### src/rtl/mem_arbiter.sv
// -----------------------------------------------------------------------------
// mem_arbiter
//
// Shares one single-port unified instruction/data memory between the fetch
// stage and the memory stage. One memory transaction is in flight at a time.
// Address, write enable and write data are captured at grant and held stable
// for the whole transaction; read data is registered per requester.
//
// Optional feature (compile-time macro): MEM_ARB_STARVE_GUARD_EN
//   When defined, a counter tracks data grants taken while fetch is waiting.
//   Once it reaches STARVE_LIMIT, the next IDLE decision goes to fetch even
//   if a data request is pending. When undefined, data has strict priority
//   and no counter exists.
//
// Parameters:
//   ADDR_W        address width
//   DATA_W        data width
//   STARVE_LIMIT  data grants tolerated while fetch waits (guard build only)
//
// Ports:
//   clk        in   clock, rising edge
//   rst        in   synchronous active-high reset
//   if_req     in   fetch read request, held until if_ready
//   if_addr    in   fetch address
//   if_ready   out  one-cycle pulse: fetch complete
//   if_rdata   out  registered fetch data
//   dm_req     in   data request, held until dm_ready
//   dm_we      in   1 = store, 0 = load
//   dm_addr    in   data address
//   dm_wdata   in   store data
//   dm_ready   out  one-cycle pulse: data access complete
//   dm_rdata   out  registered load data
//   mem_req    out  memory request, high for whole transaction
//   mem_we     out  memory write enable
//   mem_addr   out  registered memory address
//   mem_wdata  out  registered memory write data
//   mem_rdata  in   memory read data, valid with mem_ack
//   mem_ack    in   one-cycle completion pulse from memory
//   arb_busy   out  high whenever the FSM is not IDLE
// -----------------------------------------------------------------------------
module mem_arbiter #(
    parameter int ADDR_W       = 32,
    parameter int DATA_W       = 32,
    parameter int STARVE_LIMIT = 4
) (
    input  logic              clk,
    input  logic              rst,
    input  logic              if_req,
    input  logic [ADDR_W-1:0] if_addr,
    output logic              if_ready,
    output logic [DATA_W-1:0] if_rdata,
    input  logic              dm_req,
    input  logic              dm_we,
    input  logic [ADDR_W-1:0] dm_addr,
    input  logic [DATA_W-1:0] dm_wdata,
    output logic              dm_ready,
    output logic [DATA_W-1:0] dm_rdata,
    output logic              mem_req,
    output logic              mem_we,
    output logic [ADDR_W-1:0] mem_addr,
    output logic [DATA_W-1:0] mem_wdata,
    input  logic [DATA_W-1:0] mem_rdata,
    input  logic              mem_ack,
    output logic              arb_busy
);

    typedef enum logic [2:0] {
        IDLE    = 3'd0,
        BUSY_IF = 3'd1,
        BUSY_DM = 3'd2,
        RESP_IF = 3'd3,
        RESP_DM = 3'd4
    } state_t;

    state_t            state_q, state_d;
    logic [ADDR_W-1:0] mem_addr_q, mem_addr_d;
    logic              mem_we_q, mem_we_d;
    logic [DATA_W-1:0] mem_wdata_q, mem_wdata_d;
    logic [DATA_W-1:0] if_rdata_q, if_rdata_d;
    logic [DATA_W-1:0] dm_rdata_q, dm_rdata_d;

    // Grant decisions taken in IDLE; used by the FSM and by the starve counter.
    logic grant_if;
    logic grant_dm;
    // High when fetch must win over a pending data request.
    logic fetch_first;

    // A limit below one would make the guard override data on every request.
    if (STARVE_LIMIT < 1) begin : g_limit_invalid
    end

`ifdef MEM_ARB_STARVE_GUARD_EN
    localparam int CNT_W = $clog2(STARVE_LIMIT + 1);

    logic [CNT_W-1:0] starve_q, starve_d;

    assign fetch_first = if_req && (starve_q >= CNT_W'(STARVE_LIMIT));

    always_comb begin
        starve_d = starve_q;
        if (grant_if) begin
            starve_d = '0;
        end else if (grant_dm && if_req) begin
            starve_d = starve_q + 1'b1;
        end
    end

    always_ff @(posedge clk) begin
        if (rst) begin
            starve_q <= '0;
        end else begin
            starve_q <= starve_d;
        end
    end
`else
    // Strict data priority: fetch never overrides a pending data request.
    assign fetch_first = 1'b0;
`endif

    always_comb begin
        state_d     = state_q;
        mem_addr_d  = mem_addr_q;
        mem_we_d    = mem_we_q;
        mem_wdata_d = mem_wdata_q;
        if_rdata_d  = if_rdata_q;
        dm_rdata_d  = dm_rdata_q;
        grant_if    = 1'b0;
        grant_dm    = 1'b0;

        case (state_q)
            IDLE: begin
                if (fetch_first) begin
                    grant_if = 1'b1;
                end else if (dm_req) begin
                    grant_dm = 1'b1;
                end else if (if_req) begin
                    grant_if = 1'b1;
                end

                if (grant_dm) begin
                    state_d     = BUSY_DM;
                    mem_addr_d  = dm_addr;
                    mem_we_d    = dm_we;
                    mem_wdata_d = dm_wdata;
                end else if (grant_if) begin
                    // Write data is irrelevant for a fetch; leave it as is.
                    state_d    = BUSY_IF;
                    mem_addr_d = if_addr;
                    mem_we_d   = 1'b0;
                end
            end

            BUSY_IF: begin
                if (mem_ack) begin
                    if_rdata_d = mem_rdata;
                    state_d    = RESP_IF;
                end
            end

            BUSY_DM: begin
                if (mem_ack) begin
                    // Stores complete without disturbing the last load result.
                    if (!mem_we_q) begin
                        dm_rdata_d = mem_rdata;
                    end
                    state_d = RESP_DM;
                end
            end

            // The requester still holds its old request during the pulse,
            // so nothing is granted until the following IDLE cycle.
            RESP_IF: state_d = IDLE;
            RESP_DM: state_d = IDLE;

            default: state_d = IDLE;
        endcase
    end

    always_ff @(posedge clk) begin
        if (rst) begin
            state_q     <= IDLE;
            mem_addr_q  <= '0;
            mem_we_q    <= 1'b0;
            mem_wdata_q <= '0;
            if_rdata_q  <= '0;
            dm_rdata_q  <= '0;
        end else begin
            state_q     <= state_d;
            mem_addr_q  <= mem_addr_d;
            mem_we_q    <= mem_we_d;
            mem_wdata_q <= mem_wdata_d;
            if_rdata_q  <= if_rdata_d;
            dm_rdata_q  <= dm_rdata_d;
        end
    end

    assign mem_req   = (state_q == BUSY_IF) || (state_q == BUSY_DM);
    // The captured write enable outlives the transaction; only expose it
    // while the request is actually on the memory port.
    assign mem_we    = mem_we_q && mem_req;
    assign mem_addr  = mem_addr_q;
    assign mem_wdata = mem_wdata_q;
    assign if_ready  = (state_q == RESP_IF);
    assign dm_ready  = (state_q == RESP_DM);
    assign if_rdata  = if_rdata_q;
    assign dm_rdata  = dm_rdata_q;
    assign arb_busy  = (state_q != IDLE);

endmodule

### config.mk
export PLATFORM = sky130hd
export DESIGN_NAME = mem_arbiter
export DESIGN_NICKNAME = d
export VERILOG_FILES = /design/src/rtl/mem_arbiter.sv
export SDC_FILE = /design/constraint.sdc
export NUM_CORES = 1
export LEC_CHECK = 0
export CAP_MARGIN = 20
export CORE_UTILIZATION = 37
export DETAILED_ROUTE_END_ITERATION = 8
export GPL_TIMING_DRIVEN = 1
export PLACE_DENSITY = 0.78
export SLEW_MARGIN = 30
export SYNTH_ARGS = -nofsm -noshare
export SYNTH_HDL_FRONTEND = slang
export SYNTH_SLANG_ARGS = --single-unit
### constraint.sdc
create_clock -name clk -period 1.4 [get_ports clk]
set_input_delay 0.14 -clock clk [delete_from_list [all_inputs] [get_ports clk]]
set_output_delay 0.14 -clock clk [all_outputs]
set_load 0.1 [all_outputs]
==> results.ini, run 1 <==
[run_status]
status = finished with violations
violations = negative setup slack

[critical_path]
critPathMaxFanout = 7
cp-start-kind = flip-flop
cpPeakStageDelay_ns = 0.36
path_class = flip-flop to flip-flop
critPathCaptureType = flip-flop
cp_common_cell = buf_4
cp.arrival_ns = 1.96
worstPathRequired_ns = 1.73
crit_chain = buf_6 > buf_4 > nand4bb_4 > nor2_4 > buf_4 > buf_12 > mux2i_1
crit_slowest_cell = dfxtp_4

[power_and_ir_drop]
p_leak_nw = 4.68
p_per_area_nw_per_um2 = 1200
total_power_mw = 14.3
ir_worst_vdd_mv = 0.835

[detailed_routing]
wl_per_cell_um = 22.1
antenna_left = 0
viasPerCell = 5.32
route.detailed.drc = 0
drtIter0Drc = 270
routed_wl_mm = 24.1
via_count = 5790
dr.pass1.iters = 4

[cells_and_area]
final_common_cell = buf_12
final_core_util = 0.852
drive_gt1_frac = 0.483
final_cell_mix = buf_12 (147), clkdlybuf4s50_1 (131), dfxtp_1 (129)
nets = 1032
antenna_cells = 0
area_delta_synth_final_pct = 122
fill_cells = 635
fin_area_sq_um = 12000

[clocking]
cts_hold_buf = 0
ctsHtreeMaxLevel = 4
cts.sinks = 132
cts_root_buffer = clkbuf_16
worstSkewPairLatency_ns = 0.42
numCtsBuffers = 17
clock_path_buffers = 2
path_clk_slew_ns = 0.05
cts_tree = yes

[die]
initial_core_util = 0.384
core.rowCount = 43
die_h_um = 123
die_w_um = 123
coreArea_sq_um = 14000
io_pins = 267
die_area_sq_um = 15100

[timing]
period_share = 1.16
slew_viol_final = 0
tightest_slew_ns = 0.459
timing.fmax_ghz = 0.614
min_period_ns = 1.63
rsz0062_at_grt = true
setup_violations = 134
fin_skew_ns = 0.00540
timing.final.ws_setup_ns = -0.228
final-hold-violation-count = 0
relSlewSlack = 0.693

[global_route]
grt_pass1_vias = 5639
grtUsageTotal = 0.259
grt_first_pass_wirelength_mm = 29.5
grt_max_degree = 60
antenna_found_initial = 0
grt-ovfl-total = 0

[placement]
place.gp.congestion = 0.799
io_buffers = 266
hpwlAfterDp_mm = 12.7
placed_cell_area_sq_um = 9850

[synthesis]
synthDistinctLibCells = 30
synth-seq-area-share = 0.490
syn_inst = 595
syn_area_per_cell_sq_um = 9.07
ys_ff_latch = 132
ys_warn_count = 0
synth_nets = 729
syn_area_sq_um = 5400

[job]
maxCapViolCount = 0

[min_path]
worstHoldPathType = primary input to flip-flop

-- state kept, by name (all words and copies together), names as in the netlist --
register	flops
dm_rdata	32
if_rdata	32
mem_wdata	32
state_q	3
mem_we_q	1
mem_addr	32
-- critical path: cells and delay by family (launching register included) --
kind	cells	cell delay, ns
buf+inv	4	0.56
flops	1	0.36
simple gates	2	0.39
mux	1	0.22
-- cells in the mapped netlist --
cell type / number / area, sq um
dfxtp_1: 132 / 2640
nand2_1: 128 / 480
a21oi_1: 98 / 490
mux2i_1: 64 / 641
nand2b_1: 64 / 400
a211oi_1: 32 / 240
clkbuf_1: 23 / 86.3
buf_2: 20 / 100
buf_6: 5 / 56.3
nor2_1: 4 / 15.0
buf_8: 3 / 45.0
buf_4: 2 / 15.0
nand4bb_1: 2 / 22.5
nor4_1: 2 / 12.5
and2_1: 1 / 6.26
and3b_1: 1 / 8.76
inv_1: 1 / 3.75
inv_2: 1 / 3.75
mux2_2: 1 / 11.3
nand2_2: 1 / 6.26
nor2_4: 1 / 11.3
nor3_1: 1 / 5.00
nor3_4: 1 / 16.3
nor3b_1: 1 / 7.51
nor4b_4: 1 / 23.8
nor4bb_1: 1 / 10.0
o21ai_0: 1 / 5.00
or2_1: 1 / 6.26
or4b_4: 1 / 13.8
xnor2_1: 1 / 8.76
-- repair_timing --
item,CTS,global route
endpoints found under the setup margin,133,134
cloned,7,12
pin swaps,32,98
gates resized for setup,70,183
buffers inserted,20,15
-- logic make-up (layout without fill, tap and decap cells) --
| kind of cell | Yosys count | in the layout | synth area share |
|---|---|---|---|
| compound gates | 131 | 131 | 0.136 |
| xor+xnor | 1 | 1 | 0.00162 |
| buf+inv | 55 | 368 | 0.0575 |
| flops | 132 | 132 | 0.490 |
| mux | 65 | 65 | 0.121 |
| simple gates | 211 | 212 | 0.194 |
-- layout make-up --
class                      count  area, sq um  area share
clock buffer                  26          519      0.0434
clock inverter                 4         45.0     0.00377
inverter                       2         12.5     0.00105
multi-input combinational    409         3500       0.293
sequential                   132         2650       0.222
tap                          180          225      0.0188
timing repair buffer         336         5000       0.418
-- layer usage --
layer,track usage,vias up,share of wire
met3,0.0748,74,0.063
met5,0,-,0
met1,0.265,2830,0.35
li1,-,2627,-
met2,0.487,259,0.54
met4,0.111,0,0.041
-- metrics by stage --
step,setup TNS [ns],cells,hold WS (ns),worst slack [ns]
after floorplan,-4.66,595,0.276,-0.313
after global placement,-20.35,1013,0.479,-0.403
after detailed placement,-25.61,1013,0.483,-0.499
after CTS,-7.91,1069,0.148,-0.187
after global routing,-24.18,1089,0.183,-0.255
final,-18.90,1089,0.167,-0.228
-- final timing paths --
path                              startpoint  cells past startpoint  slack (ns)      endpoint
worst max-delay path              state_q[1]                      7       -0.23  dm_rdata[21]
worst min-delay path                     rst                      3        0.17   dm_rdata[2]
worst max register to register    state_q[1]                      7       -0.23  dm_rdata[21]
worst min register to register  if_rdata[30]                      2        0.50  if_rdata[30]
-- power by group --
part | leakage (nW) | switching, mW | total [mW] | internal (mW)
logic | 3.31 | 3.31 | 5.61 | 2.30
registers | 1.08 | 0.383 | 4.42 | 4.03
clock network | 0.282 | 1.58 | 4.28 | 2.70
Note: power is estimated with default switching activity, not from simulation.
==> run 2: changes to the inputs <==
--- a/config.mk
+++ b/config.mk
@@ -10,6 +10,7 @@
 export DETAILED_ROUTE_END_ITERATION = 8
 export GPL_TIMING_DRIVEN = 1
 export PLACE_DENSITY = 0.78
+export SETUP_SLACK_MARGIN = 0.3
 export SLEW_MARGIN = 30
 export SYNTH_ARGS = -nofsm -noshare
 export SYNTH_HDL_FRONTEND = slang
==> run 2 against run 1 <==
  * The run still ends with negative setup slack left
  * Global-route usage is 2.0 points higher
  * First-iteration DRC count rose by 35%
  * Combinational power is 5.3% higher
  * Critical path depth up 1
  * Clock power is 4% higher
  * Die area is the same
  * Power grew 3.2%
  * Worst setup slack lost 0.045 ns
  * Via count increased by 7.7%
  * Wire length increased by 15%
==> results.ini, run 2 (same netlist as run 1, synthesis figures left out) <==
[die]
die_area_sq_um = 15100
coreArea_sq_um = 14000
core.rowCount = 43
die_w_um = 123
die_h_um = 123
initial_core_util = 0.384
io_pins = 267

[clocking]
ctsHtreeMaxLevel = 4
cts_tree = yes
cts_hold_buf = 0
cts_root_buffer = clkbuf_16
numCtsBuffers = 17
path_clk_slew_ns = 0.06
cts.sinks = 132
worstSkewPairLatency_ns = 0.43
clock_path_buffers = 2

[timing]
relSlewSlack = 0.751
timing.fmax_ghz = 0.598
timing.final.ws_setup_ns = -0.273
slew_viol_final = 0
final-hold-violation-count = 0
period_share = 1.20
rsz0062_at_grt = true
setup_violations = 133
tightest_slew_ns = 0.374
fin_skew_ns = 0.0117
whs_ns = 0.0447
min_period_ns = 1.67

[cells_and_area]
drive_gt1_frac = 0.620
antenna_cells = 0
final_cell_mix = buf_12 (153), clkdlybuf4s50_1 (130), dfxtp_2 (106)
fin_area_sq_um = 12700
final_common_cell = buf_12
fill_cells = 474
nets = 1096
area_delta_synth_final_pct = 136
stdcell_count = 1154

[detailed_routing]
via_count = 6233
dr.pass1.iters = 4
drtIter0Drc = 364
antenna_left = 0
dr_wl_met2_mm = 14.7
route.met3.wl_mm = 2.07
routed_wl_mm = 27.6
viasPerCell = 5.40
route.detailed.drc = 0
topRoutingLayerUsed = met4
wl_per_cell_um = 24.0
wl_met1_mm = 9.76

[placement]
place.gp.congestion = 0.796
pre_cts_ws_ns = -0.193
placed_cell_area_sq_um = 9990
io_buffers = 266
dp.cells = 1015
hpwlAfterDp_mm = 13.0

[global_route]
grt_pass1_vias = 6067
grt_max_degree = 76
antenna_found_initial = 0
grt-ovfl-total = 0
grt_first_pass_wirelength_mm = 31.6
grtUsageTotal = 0.279

[run_status]
status = finished with violations
violations = negative setup slack

[power_and_ir_drop]
total_power_mw = 14.8
ir_worst_vdd_mv = 0.922
p_leak_nw = 5.21
p_per_area_nw_per_um2 = 1160

[critical_path]
critPathMaxFanout = 7
cp.arrival_ns = 2.02
worstPathRequired_ns = 1.75
cp-start-kind = flip-flop
path_class = flip-flop to flip-flop
r2r_cells = 8
critPathCaptureType = flip-flop

[min_path]
worstHoldPathType = primary input to flip-flop
hold_depth = 2

[job]
maxCapViolCount = 0

==> run 2: path summary, 6_finish.rpt <==
kind,start,end,slack [ns]
hold reg to reg,if_rdata[29],if_rdata[29],0.49
setup / recovery,state_q[1],if_rdata[30],-0.27
setup reg to reg,state_q[1],if_rdata[30],-0.27
hold / removal,rst,if_rdata[0],0.04
==> run 2: per-stage QoR <==
step           setup TNS, ns  utilization
2_1_floorplan          -4.77            -
3_3_place_gp           -4.42        0.711
3_5_place_dp           -8.91        0.711
4_1_cts               -13.51        0.816
5_1_grt               -31.14        0.906
6_report              -26.28        0.906
==> run 2: layout make-up <==
type	instances	area [sq um]	share of cell area
clock buffers	24	512	0.0402
well taps	180	225	0.0177
flip-flops and latches	132	2870	0.226
clock inverters	7	70.1	0.00551
multi-input cells	408	3400	0.267
repair buffers	401	5630	0.443
inverters	2	12.5	0.000984
==> run 2: power breakdown <==
group | leakage (nW) | internal (mW) | switching (mW)
Clock | 0.285 | 2.72 | 1.75
Combinational | 3.78 | 2.52 | 3.39
Sequential | 1.14 | 4.07 | 0.328
Total | 5.21 | 9.30 | 5.47
==> run 2: timing repair <==
action,in CTS,in global routing
setup endpoints to repair,259,263
cloned,10,8
pin swaps,6,85
buffers inserted,54,36
gates resized for setup,90,251
hold endpoints to repair,0,0
==> run 2: per-layer routing <==
layer / up-vias / track usage
li1: 2754 / -
met1: 3059 / 0.282
met2: 334 / 0.524
met3: 86 / 0.0860
met4: 0 / 0.121
met5: - / 0
==> run 2: worst max-delay path, stage by stage, from the launching register on <==
cell      delay (ns)
dfxtp_4         0.36
buf_12          0.15
buf_8           0.13
nor4bb_4        0.28
buf_6           0.18
buf_12          0.12
buf_12          0.13
nand2_1         0.10
a21oi_2         0.15
==> run 3: changes to the inputs <==
--- a/config.mk
+++ b/config.mk
@@ -6,10 +6,13 @@
 export NUM_CORES = 1
 export LEC_CHECK = 0
 export CAP_MARGIN = 20
-export CORE_UTILIZATION = 37
+export CELL_PAD_IN_SITES_DETAIL_PLACEMENT = 0
+export CELL_PAD_IN_SITES_GLOBAL_PLACEMENT = 1
+export CORE_UTILIZATION = 45
 export DETAILED_ROUTE_END_ITERATION = 8
+export DONT_BUFFER_PORTS = 1
 export GPL_TIMING_DRIVEN = 1
-export PLACE_DENSITY = 0.78
+export PLACE_DENSITY_LB_ADDON = 0.1
 export SETUP_SLACK_MARGIN = 0.3
 export SLEW_MARGIN = 30
 export SYNTH_ARGS = -nofsm -noshare
==> constraint.sdc (replaced) <==
create_clock -name clk -period 1.95 [get_ports clk]
set_input_delay 0.195 -clock clk [delete_from_list [all_inputs] [get_ports clk]]
set_output_delay 0.195 -clock clk [all_outputs]
set_load 0.1 [all_outputs]
==> run 3 against run 2 <==
  * The run ends with design-rule violations, negative hold slack left
  * Wire length shrank 45%
  * Count of clock-buffer cells in the layout grew 3
  * Clock skew shrank 0.00050 ns
  * Critical path type is now flip-flop to output pin
==> results.ini, run 3 (same netlist as run 1, synthesis figures left out) <==
[critical_path]
path_class = flip-flop to output pin
critPathCaptureType = output pin
cpPeakStageDelay_ns = 0.37
path_buf_inv = 0
crit_slowest_cell = dfxtp_4
critPathMaxFanout = 8
worstPathRequired_ns = 1.75
cpLargestDelayFamily = simple AND/OR/NAND/NOR gates
cp-start-kind = flip-flop
cp.arrival_ns = 1.41
crit_chain = xnor2_1 > nor2_4 > and2_4

[power_and_ir_drop]
ir_worst_vdd_mv = 0.748
p_leak_nw = 3.16
p_per_area_nw_per_um2 = 1060

[cells_and_area]
antenna_cells = 0
seq_area_sq_um = 2650
final_common_cell = buf_4
area_delta_synth_final_pct = 47.8
stdcell_count = 957
final_core_util = 0.690
fill_cells = 902
final_cell_mix = buf_4 (139), dfxtp_1 (129), nand2_1 (128)
drive_gt1_frac = 0.227
fin_area_sq_um = 7980
multi_input_area_sq_um = 2480
nets = 936

[clocking]
cts.sinks = 132
numCtsBuffers = 17
worstSkewPairLatency_ns = 0.41
ctsHtreeMaxLevel = 4
clock_path_buffers = 2
cts_tree = yes
cts_root_buffer = clkbuf_16
path_clk_slew_ns = 0.05
cts_hold_buf = 98

[timing]
timing.final.ws_setup_ns = 0.350
rsz0062_at_grt = true
period_share = 0.821
whs_ns = -0.134
slew_viol_final = 0
relSlewSlack = 0.593
timing.fmax_ghz = 0.625
setup_violations = 0
min_period_ns = 1.60
tightest_slew_ns = 0.611
final-hold-violation-count = 98
setup-tns-final_ns = 0
fin_skew_ns = 0.0112

[detailed_routing]
wl_per_cell_um = 16.0
antenna_left = 0
routed_wl_mm = 15.3
viasPerCell = 5.16
dr.pass1.iters = 7
via_count = 4937
drtIter0Drc = 310
route.detailed.drc = 16

[min_path]
worstHoldPathType = primary input to flip-flop

[global_route]
grt-ovfl-total = 0
grt_pass1_vias = 4853
grt_max_degree = 165
antenna_found_initial = 0
grtUsageTotal = 0.246
grt_first_pass_wirelength_mm = 24.0

[die]
io_pins = 267
die_area_sq_um = 12400
die_h_um = 111
core.rowCount = 39
coreArea_sq_um = 11600
die_w_um = 111
initial_core_util = 0.467

[run_status]
violations = design-rule violations, negative hold slack
status = finished with violations

[placement]
place.gp.congestion = 0.763
hpwlAfterDp_mm = 9.49
io_buffers = 0
dp.cells = 826
placed_cell_area_sq_um = 6410
pre_cts_ws_ns = 0.334

[job]
maxCapViolCount = 0

==> run 3: changes by cell type in the layout (fill, tap and decap cells not counted), sizes merged <==
cell,previous run,this run
dlymetal6s2s,1,0
buf,264,143
clkinvlp,2,0
clkbuf,30,27
dlygate4sd3,0,98
inv,3,2
clkdlybuf4s50,130,0
==> run 3: repair_timing <==
item	CTS	global route
setup buffers	0	2
endpoints found under the hold margin	132	98
setup endpoints to repair	5	3
gates resized for setup	5	2
==> run 3: worst register-to-register path, stage by stage, from the launching register on <==
cell	delay, ns
dfxtp_4	0.36
buf_4	0.16
nor3_4	0.14
inv_2	0.07
nor2_2	0.35
buf_4	0.24
a211oi_1	0.08
==> run 3: layer usage <==
layer,vias to the layer above,global-route usage,part of all wire
met5,-,0,0
met2,201,0.439,0.51
met4,0,0.100,0.022
li1,2427,-,-
met3,21,0.0909,0.086
met1,2288,0.262,0.38
==> run 3: through the flow <==
stage	total power [mW]	hold slack [ns]
finish	8.47	-0.134
floorplan	5.04	0.331
global route	8.76	-0.160
detailed placement	5.41	0.279
global placement	5.38	0.275
CTS	8.52	-0.163
==> run 3: cell type report <==
type / count / share of cell area
Clock inverter: 4 / 0.00565
Clock buffer: 27 / 0.0643
Tap cell: 143 / 0.0224
Timing Repair Buffer: 241 / 0.263
Multi-Input combinational cell: 408 / 0.311
Sequential cell: 132 / 0.333
Inverter: 2 / 0.000941
==> run 3: power breakdown <==
group,internal (mW),switching (mW),total [mW]
Clock,1.91,1.06,2.97
Sequential,2.89,0.0777,2.97
Combinational,0.626,1.90,2.53
Total,5.43,3.04,8.47
==> run 3: path summary, 6_finish.rpt <==
kind / start / endpoint / slack [ns] / depth (start not counted)
setup / recovery: state_q[1] / mem_we / 0.35 / 3
hold / removal: rst / if_rdata[17] / -0.13 / 1
setup reg to reg: state_q[0] / mem_addr[1] / 0.44 / 6
hold reg to reg: mem_wdata[16] / mem_wdata[16] / 0.45 / 2
